$ cat src/rtl/snake_game_pkg.sv
// Shared types and constants for the snake game-flow sequencer.
package snake_game_pkg;

    localparam int unsigned COORD_W = 10;
    localparam int unsigned SCORE_W = 8;
    localparam int unsigned BOX_W   = 11;

    typedef enum logic [2:0] {
        ST_ATTRACT = 3'd0,
        ST_SPAWN   = 3'd1,
        ST_PLAY    = 3'd2,
        ST_PAUSE   = 3'd3,
        ST_OVER    = 3'd4
    } state_t;

    localparam logic [7:0] KEY_START = 8'h28;
    localparam logic [7:0] KEY_PAUSE = 8'h13;

    localparam logic [COORD_W-1:0] FALLBACK_X = 10'd320;
    localparam logic [COORD_W-1:0] FALLBACK_Y = 10'd240;

    function automatic logic [SCORE_W-1:0] sat_inc(input logic [SCORE_W-1:0] v);
        return (v == '1) ? v : v + SCORE_W'(1);
    endfunction

endpackage

$ cat src/rtl/box_overlap.sv
// Combinational 2-D box overlap test on signed, closed intervals.
module box_overlap
    import snake_game_pkg::*;
(
    input  logic signed [BOX_W-1:0] a_x_lo,
    input  logic signed [BOX_W-1:0] a_x_hi,
    input  logic signed [BOX_W-1:0] a_y_lo,
    input  logic signed [BOX_W-1:0] a_y_hi,
    input  logic signed [BOX_W-1:0] b_x_lo,
    input  logic signed [BOX_W-1:0] b_x_hi,
    input  logic signed [BOX_W-1:0] b_y_lo,
    input  logic signed [BOX_W-1:0] b_y_hi,
    output logic                    overlap_c
);

    assign overlap_c = (a_x_lo <= b_x_hi) && (b_x_lo <= a_x_hi) &&
                       (a_y_lo <= b_y_hi) && (b_y_lo <= a_y_hi);

endmodule

$ cat src/rtl/snake_game_ctrl.sv
// Game-flow sequencer: frame tick, key events, food spawn, collisions and scoring.
module snake_game_ctrl
    import snake_game_pkg::*;
#(
    parameter int unsigned FIELD_X_MIN = 16,
    parameter int unsigned FIELD_X_MAX = 623,
    parameter int unsigned FIELD_Y_MIN = 16,
    parameter int unsigned FIELD_Y_MAX = 463,
    parameter int unsigned FOOD_SIZE   = 8,
    parameter int unsigned MAX_TRIES   = 16,
    parameter int unsigned WIN_SCORE   = 10,
    parameter int unsigned OVER_FRAMES = 60
) (
    input  logic               Clk,
    input  logic               Reset_n,
    input  logic               frame_clk,
    input  logic [15:0]        keycode,
    input  logic [19:0]        randCord,
    input  logic [COORD_W-1:0] snake1X,
    input  logic [COORD_W-1:0] snake1Y,
    input  logic [COORD_W-1:0] snake2X,
    input  logic [COORD_W-1:0] snake2Y,
    input  logic [COORD_W-1:0] snake_size,
    input  logic               OB1Flag,
    input  logic               OB2Flag,
    output logic               run_en,
    output logic [COORD_W-1:0] foodX,
    output logic [COORD_W-1:0] foodY,
    output logic               food_valid,
    output logic [SCORE_W-1:0] score1,
    output logic [SCORE_W-1:0] score2,
    output logic [1:0]         winner,
    output logic [2:0]         game_state
);

    localparam int unsigned TRIES_W = $clog2(MAX_TRIES + 1);
    localparam int unsigned OVER_W  = $clog2(OVER_FRAMES + 1);

    localparam logic [COORD_W-1:0] X_LO = COORD_W'(FIELD_X_MIN);
    localparam logic [COORD_W-1:0] X_HI = COORD_W'(FIELD_X_MAX - FOOD_SIZE + 1);
    localparam logic [COORD_W-1:0] Y_LO = COORD_W'(FIELD_Y_MIN);
    localparam logic [COORD_W-1:0] Y_HI = COORD_W'(FIELD_Y_MAX - FOOD_SIZE + 1);
    localparam logic signed [BOX_W-1:0] FOOD_EXT = BOX_W'(FOOD_SIZE - 1);

    state_t               state, state_d;
    logic [2:0]           fsync;
    logic                 frame_tick;
    logic                 start_prev, pause_prev;
    logic [TRIES_W-1:0]   tries, tries_d;
    logic [OVER_W-1:0]    over_cnt, over_cnt_d;
    logic                 run_en_d, food_valid_d;
    logic [COORD_W-1:0]   food_x_d, food_y_d;
    logic [SCORE_W-1:0]   score1_d, score2_d;
    logic [1:0]           winner_d;

    // Key events: either HID byte may carry the key; only the press edge counts.
    logic start_now, pause_now, start_ev, pause_ev;
    assign start_now = (keycode[15:8] == KEY_START) || (keycode[7:0] == KEY_START);
    assign pause_now = (keycode[15:8] == KEY_PAUSE) || (keycode[7:0] == KEY_PAUSE);
    assign start_ev  = start_now && !start_prev;
    assign pause_ev  = pause_now && !pause_prev;

    // During SPAWN the food instances judge the random candidate instead of the live food.
    logic [COORD_W-1:0]       cand_x, cand_y, box_x, box_y;
    logic signed [BOX_W-1:0]  f_x_lo, f_x_hi, f_y_lo, f_y_hi;
    logic signed [BOX_W-1:0]  h1_x_lo, h1_x_hi, h1_y_lo, h1_y_hi;
    logic signed [BOX_W-1:0]  h2_x_lo, h2_x_hi, h2_y_lo, h2_y_hi;
    logic                     ov_f1, ov_f2, ov_h;

    assign cand_x = randCord[19:10];
    assign cand_y = randCord[9:0];
    assign box_x  = (state == ST_SPAWN) ? cand_x : foodX;
    assign box_y  = (state == ST_SPAWN) ? cand_y : foodY;

    assign f_x_lo  = $signed({1'b0, box_x});
    assign f_x_hi  = f_x_lo + FOOD_EXT;
    assign f_y_lo  = $signed({1'b0, box_y});
    assign f_y_hi  = f_y_lo + FOOD_EXT;
    assign h1_x_lo = $signed({1'b0, snake1X}) - $signed({1'b0, snake_size});
    assign h1_x_hi = $signed({1'b0, snake1X}) + $signed({1'b0, snake_size});
    assign h1_y_lo = $signed({1'b0, snake1Y}) - $signed({1'b0, snake_size});
    assign h1_y_hi = $signed({1'b0, snake1Y}) + $signed({1'b0, snake_size});
    assign h2_x_lo = $signed({1'b0, snake2X}) - $signed({1'b0, snake_size});
    assign h2_x_hi = $signed({1'b0, snake2X}) + $signed({1'b0, snake_size});
    assign h2_y_lo = $signed({1'b0, snake2Y}) - $signed({1'b0, snake_size});
    assign h2_y_hi = $signed({1'b0, snake2Y}) + $signed({1'b0, snake_size});

    box_overlap u_ov_f1 (
        .a_x_lo(f_x_lo),  .a_x_hi(f_x_hi),  .a_y_lo(f_y_lo),  .a_y_hi(f_y_hi),
        .b_x_lo(h1_x_lo), .b_x_hi(h1_x_hi), .b_y_lo(h1_y_lo), .b_y_hi(h1_y_hi),
        .overlap_c(ov_f1)
    );
    box_overlap u_ov_f2 (
        .a_x_lo(f_x_lo),  .a_x_hi(f_x_hi),  .a_y_lo(f_y_lo),  .a_y_hi(f_y_hi),
        .b_x_lo(h2_x_lo), .b_x_hi(h2_x_hi), .b_y_lo(h2_y_lo), .b_y_hi(h2_y_hi),
        .overlap_c(ov_f2)
    );
    box_overlap u_ov_h (
        .a_x_lo(h1_x_lo), .a_x_hi(h1_x_hi), .a_y_lo(h1_y_lo), .a_y_hi(h1_y_hi),
        .b_x_lo(h2_x_lo), .b_x_hi(h2_x_hi), .b_y_lo(h2_y_lo), .b_y_hi(h2_y_hi),
        .overlap_c(ov_h)
    );

    logic cand_ok, dead1, dead2, eat1, eat2, win1, win2;
    assign cand_ok = (cand_x >= X_LO) && (cand_x <= X_HI) &&
                     (cand_y >= Y_LO) && (cand_y <= Y_HI) && !ov_f1 && !ov_f2;
    assign dead1   = OB1Flag || ov_h;
    assign dead2   = OB2Flag || ov_h;
    assign eat1    = ov_f1 && food_valid;
    assign eat2    = ov_f2 && food_valid;
    assign win1    = eat1 && (sat_inc(score1) == SCORE_W'(WIN_SCORE));
    assign win2    = eat2 && (sat_inc(score2) == SCORE_W'(WIN_SCORE));

    // Next-state and next-output logic.
    always_comb begin
        state_d      = state;
        tries_d      = tries;
        over_cnt_d   = over_cnt;
        food_x_d     = foodX;
        food_y_d     = foodY;
        food_valid_d = food_valid;
        score1_d     = score1;
        score2_d     = score2;
        winner_d     = winner;
        case (state)
            ST_ATTRACT: begin
                if (start_ev) begin
                    score1_d = '0;
                    score2_d = '0;
                    winner_d = 2'b00;
                    tries_d  = '0;
                    state_d  = ST_SPAWN;
                end
            end
            ST_SPAWN: begin
                if (tries >= TRIES_W'(MAX_TRIES)) begin
                    food_x_d     = FALLBACK_X;
                    food_y_d     = FALLBACK_Y;
                    food_valid_d = 1'b1;
                    state_d      = ST_PLAY;
                end else if (cand_ok) begin
                    food_x_d     = cand_x;
                    food_y_d     = cand_y;
                    food_valid_d = 1'b1;
                    state_d      = ST_PLAY;
                end else begin
                    tries_d = tries + TRIES_W'(1);
                end
            end
            ST_PLAY: begin
                if (frame_tick) begin
                    if (dead1 || dead2) begin
                        winner_d   = {dead1, dead2};
                        over_cnt_d = '0;
                        state_d    = ST_OVER;
                    end else if (eat1 || eat2) begin
                        score1_d     = eat1 ? sat_inc(score1) : score1;
                        score2_d     = eat2 ? sat_inc(score2) : score2;
                        food_valid_d = 1'b0;
                        tries_d      = '0;
                        state_d      = ST_SPAWN;
                        if (win1 || win2) begin
                            winner_d   = {win2, win1};
                            over_cnt_d = '0;
                            state_d    = ST_OVER;
                        end
                    end
                end
                if (pause_ev && (state_d == ST_PLAY)) begin
                    state_d = ST_PAUSE;
                end
            end
            ST_PAUSE: begin
                if (pause_ev) begin
                    state_d = ST_PLAY;
                end
            end
            ST_OVER: begin
                if (frame_tick && (over_cnt != OVER_W'(OVER_FRAMES))) begin
                    over_cnt_d = over_cnt + OVER_W'(1);
                end
                if (start_ev && (over_cnt == OVER_W'(OVER_FRAMES))) begin
                    score1_d     = '0;
                    score2_d     = '0;
                    winner_d     = 2'b00;
                    food_valid_d = 1'b0;
                    tries_d      = '0;
                    state_d      = ST_SPAWN;
                end
            end
            default: state_d = ST_ATTRACT;
        endcase
        run_en_d = (state_d == ST_PLAY);
    end

    always_ff @(posedge Clk or negedge Reset_n) begin
        if (!Reset_n) begin
            state      <= ST_ATTRACT;
            fsync      <= '0;
            frame_tick <= 1'b0;
            start_prev <= 1'b0;
            pause_prev <= 1'b0;
            tries      <= '0;
            over_cnt   <= '0;
            run_en     <= 1'b0;
            foodX      <= '0;
            foodY      <= '0;
            food_valid <= 1'b0;
            score1     <= '0;
            score2     <= '0;
            winner     <= 2'b00;
        end else begin
            state      <= state_d;
            fsync      <= {fsync[1:0], frame_clk};
            frame_tick <= fsync[1] && !fsync[2];
            start_prev <= start_now;
            pause_prev <= pause_now;
            tries      <= tries_d;
            over_cnt   <= over_cnt_d;
            run_en     <= run_en_d;
            foodX      <= food_x_d;
            foodY      <= food_y_d;
            food_valid <= food_valid_d;
            score1     <= score1_d;
            score2     <= score2_d;
            winner     <= winner_d;
        end
    end

    assign game_state = state;

endmodule

$ cat config.mk
export PLATFORM = sky130hd
export DESIGN_NAME = snake_game_ctrl
export DESIGN_NICKNAME = d
export VERILOG_FILES = /design/src/rtl/snake_game_pkg.sv /design/src/rtl/box_overlap.sv /design/src/rtl/snake_game_ctrl.sv
export SDC_FILE = /design/constraint.sdc
export NUM_CORES = 1
export LEC_CHECK = 0
export CORE_ASPECT_RATIO = 1.2
export CORE_UTILIZATION = 53
export CTS_CLUSTER_DIAMETER = 30
export DETAILED_ROUTE_END_ITERATION = 12
export PLACE_DENSITY_LB_ADDON = 0.12
export SLEW_MARGIN = 25
export SYNTH_ARGS = -nofsm -noshare
export SYNTH_HDL_FRONTEND = slang
export SYNTH_HIERARCHICAL = 1
export SYNTH_SLANG_ARGS = --single-unit
$ cat constraint.sdc
create_clock -name Clk -period 4.6 [get_ports Clk]
set_clock_uncertainty 0.05 [all_clocks]
set_input_delay 0.46 -clock Clk [delete_from_list [all_inputs] [get_ports Clk]]
set_output_delay 0.46 -clock Clk [all_outputs]
set_load 0.05 [all_outputs]
==> impl_results.md <==
* Area after DPL at 14800 um2
* Vias in the first global route at 13343
* Die Area at 20800 um2
* Die Height at 158 um
* Final ANT Viol Nets at 0
* Initial antenna violation count at 0
* Root buf cell: clkbuf_16
* Final max-slew violation count at 0
* Clk_lat worst skew at 0.34 ns
* Final Hold Vio Count at 0
* R2r setup slk at -0.70 ns
* Drt pass-1 iters at 6
* Clk slew on worst S/H paths at 0.07 ns
* Yosys Warn Count at 6
* Final WL at 47500 um
* PwrDens at 224 nW/um2
* Overflow after GRT at 0
* Period utilisation layout at 115%
* Port bufs at 133
* HPWL after DPL at 29400 um
* Routability cong. at 0.945
* Worst Setup Slack, final at -0.696 ns
* 1st-iter DRT viols at 1349
* Routed vias at 13762
* TritonCTS Buffers at 9
* Unrepaired setup endpoints after global routing: yes
* Htree depth at 3
* Most used DFF post-synth: dfrtp_1
* Worst-Margin Slew at 1.05 ns
* DP Worst Slack at -1.43 ns
* Slowest stage cell, crit path: o31ai_1
* Commonest non-fill, non-tap cells in the layout: buf_4 (362), inv_1 (210), ha_1 (171), nand2_1 (121), clkdlybuf4s50_1 (109)
* Worst Path Max Fanout at 6
* Starting Density at 54.4%
* CTS Sinks at 60
* CTS tree: yes
* Vias per cell at 6.35
* Cts hold-fix bufs at 0
* Fin crit period at 5.30 ns
* Fmax at 0.189 GHz
* Synth-to-Final Area Change at 60.4%
* Worst Path Arrival at 5.42 ns
* All-Layer GR Usage at 40.5%
* Final core utilization at 87.3%
* Mapped cell area at 10700 um2
* Ports at 134
* Failing checks: negative setup slack
* # nets final at 2219
* Crit path required time at 4.73 ns
* Core ar. at 19700 um2
* Distinct cell type count after synthesis at 83
* Peak VDD IR at 0.215 mV
* Final routed DRC violation total at 0
* Max-cap violations at 0
* Slew margin rel. at 29.6%
* Critical path startpoint category: flop
* Syn_area_per_cell at 7.67 um2
* Die width at 132 um
* Post-Synthesis Cells at 1397
* Layout cells sized above 1 at 37.6%
* Synth top area share at 25.7%
* Crit end category: flop
* Sequential element share of the synthesized area at 14.0%
* Async SR Flop Fraction at 100%
* Wire length per cell at 21.9 um
* Status: complete, but fails checks
* Post-synth EDFFs at 0
* Commonest non-fill, non-tap cell in the layout: buf_4
* Worst min path class: primary input to asynchronous set/reset pin
* Worst path cell trace: nor3b_4 > buf_6 > buf_8 > mux2i_1 > nand3_1 > buf_4 > xor2_2 > inv_1 > ha_1 > nand2_1 > nor2_1 > nand3_2 > o211ai_1 > mux2i_2 > nor3b_4 > buf_6 > o211ai_1 > nor2_4 > nand2_2 > a21o_4 > a21oi_1 > buf_4 > o31ai_1
* # setup viols final at 54
* Synth Register Bits at 60
* Leakage at 8.32 nW
* Synth top area cells: ha_1 (26%), dfrtp_1 (14%), inv_1 (8.4%), nand2_1 (4.5%), a21oi_1 (4.3%)
* Hold_ws at 0.244 ns
* Max incr delay on CP at 0.46 ns
* Site Rows at 56
* Final Instance Area at 17200 um2
* First-pass GRT wire length at 66800 um
* Largest net degree at the start of global routing at 61
* Clock buffer depth at 2
* Area leader, netlist: ha_1
* Kind of critical path: flop to flop
## path summary, 6_finish.rpt
check	endpoint	from	cells after the start
setup / recovery	tries[1]$_DFFE_PN0P_	game_state[2]$_DFF_PN0_	23
hold reg to reg	fsync[1]$_DFF_PN0_	fsync[0]$_DFF_PN0_	0
min in group Clk	fsync[1]$_DFF_PN0_	fsync[0]$_DFF_PN0_	0
hold / removal	pause_prev$_DFF_PN0_	Reset_n	2
max in group asynchronous	game_state[2]$_DFF_PN0_	Reset_n	2
setup reg to reg	tries[1]$_DFFE_PN0P_	game_state[2]$_DFF_PN0_	23
## cell usage after synthesis (all sizes together) (6+ instances only)
cell	instances
xnor2	51
buf	18
a21o	33
nand3	53
o2111ai	7
fa	8
mux2i	20
and2	6
or3	11
or4	7
a221oi	9
o21ai	70
nand2	128
nor3b	6
ha	220
nor3	26
nand3b	20
a31oi	21
o211ai	17
nor2	60
xor2	19
and3	12
nand2b	22
o21bai	10
clkbuf	13
nand4	23
a211oi	15
a21oi	97
or2	6
dfrtp	60
inv	240
nor2b	11
## where the power goes
part           internal, mW  switching, mW  leakage, nW
Combinational          1.23           1.38         7.40
Sequential            0.561         0.0427        0.792
Clock                 0.392          0.250        0.135
Total                  2.18           1.67         8.32
## final cells by class
class,instances,area (um2)
clock buffer,12,256
fill,917,2500
multi-input combinational,1070,9800
timing repair buffer,519,4350
inverter,240,917
antenna,2,5.00
tap,261,327
sequential,60,1510
clock inverter,4,25.0
## state kept, by name, indices dropped and copies added (netlist names)
register	flops
foodX	10
foodY	10
score1	8
score2	8
over_cnt	6
tries	5
fsync	3
game_state	3
winner	2
food_valid	1
frame_tick	1
pause_prev	1
run_en	1
start_prev	1
## cells by family (layout without fill, tap and decap cells)
logic type / count (synthesis) / count (layout) / synth area share [%]
simple gates: 408 / 408 / 19.7
compound gates: 334 / 335 / 21.0
buf+inv: 271 / 775 / 10.0
fa+ha+maj: 228 / 228 / 27.2
xor+xnor: 70 / 70 / 5.72
flops: 60 / 60 / 14.0
mux: 25 / 25 / 2.39
other cells: 1 / 6 / 0.0350
## through the flow
stage / power (mW) / instances / setup TNS (ns)
6_report: 3.86 / 2168 / -28.24
2_1_floorplan: 1.72 / 1400 / -1.18
5_1_grt: 4.04 / 2166 / -40.20
4_1_cts: 3.52 / 2147 / -7.38
3_5_place_dp: 2.61 / 2080 / -71.90
3_3_place_gp: 2.55 / 2080 / -67.29
## worst max-delay path: cells and delay by family, from the launching register on
| family | cells | cell delay, ns |
|---|---|---|
| adders and majority gates | 1 | 0.31 |
| and+or+nand+nor | 8 | 1.03 |
| xor gates and xnor gates | 1 | 0.32 |
| muxes | 2 | 0.70 |
| DFF | 1 | 0.43 |
| buffers and inverters | 6 | 0.95 |
| AOI/OAI and AO/OA | 5 | 1.32 |
## routing by layer
| layer | up-vias | GRT usage, % | part of all wire [%] |
|---|---|---|---|
| li1 | 5890 | - | - |
| met5 | - | 0 | 0 |
| met4 | 0 | 28.9 | 9.2 |
| met1 | 6377 | 45.3 | 35 |
| met3 | 379 | 5.03 | 9.1 |
| met2 | 1116 | 72.0 | 47 |
## repair_timing
action	4_1_cts	5_1_grt
setup endpoints to repair	54	54
pin swaps	178	51
gates resized for setup	330	57
gates cloned	4	0
setup buffers	53	19
Power figures use the tool's default switching activity.
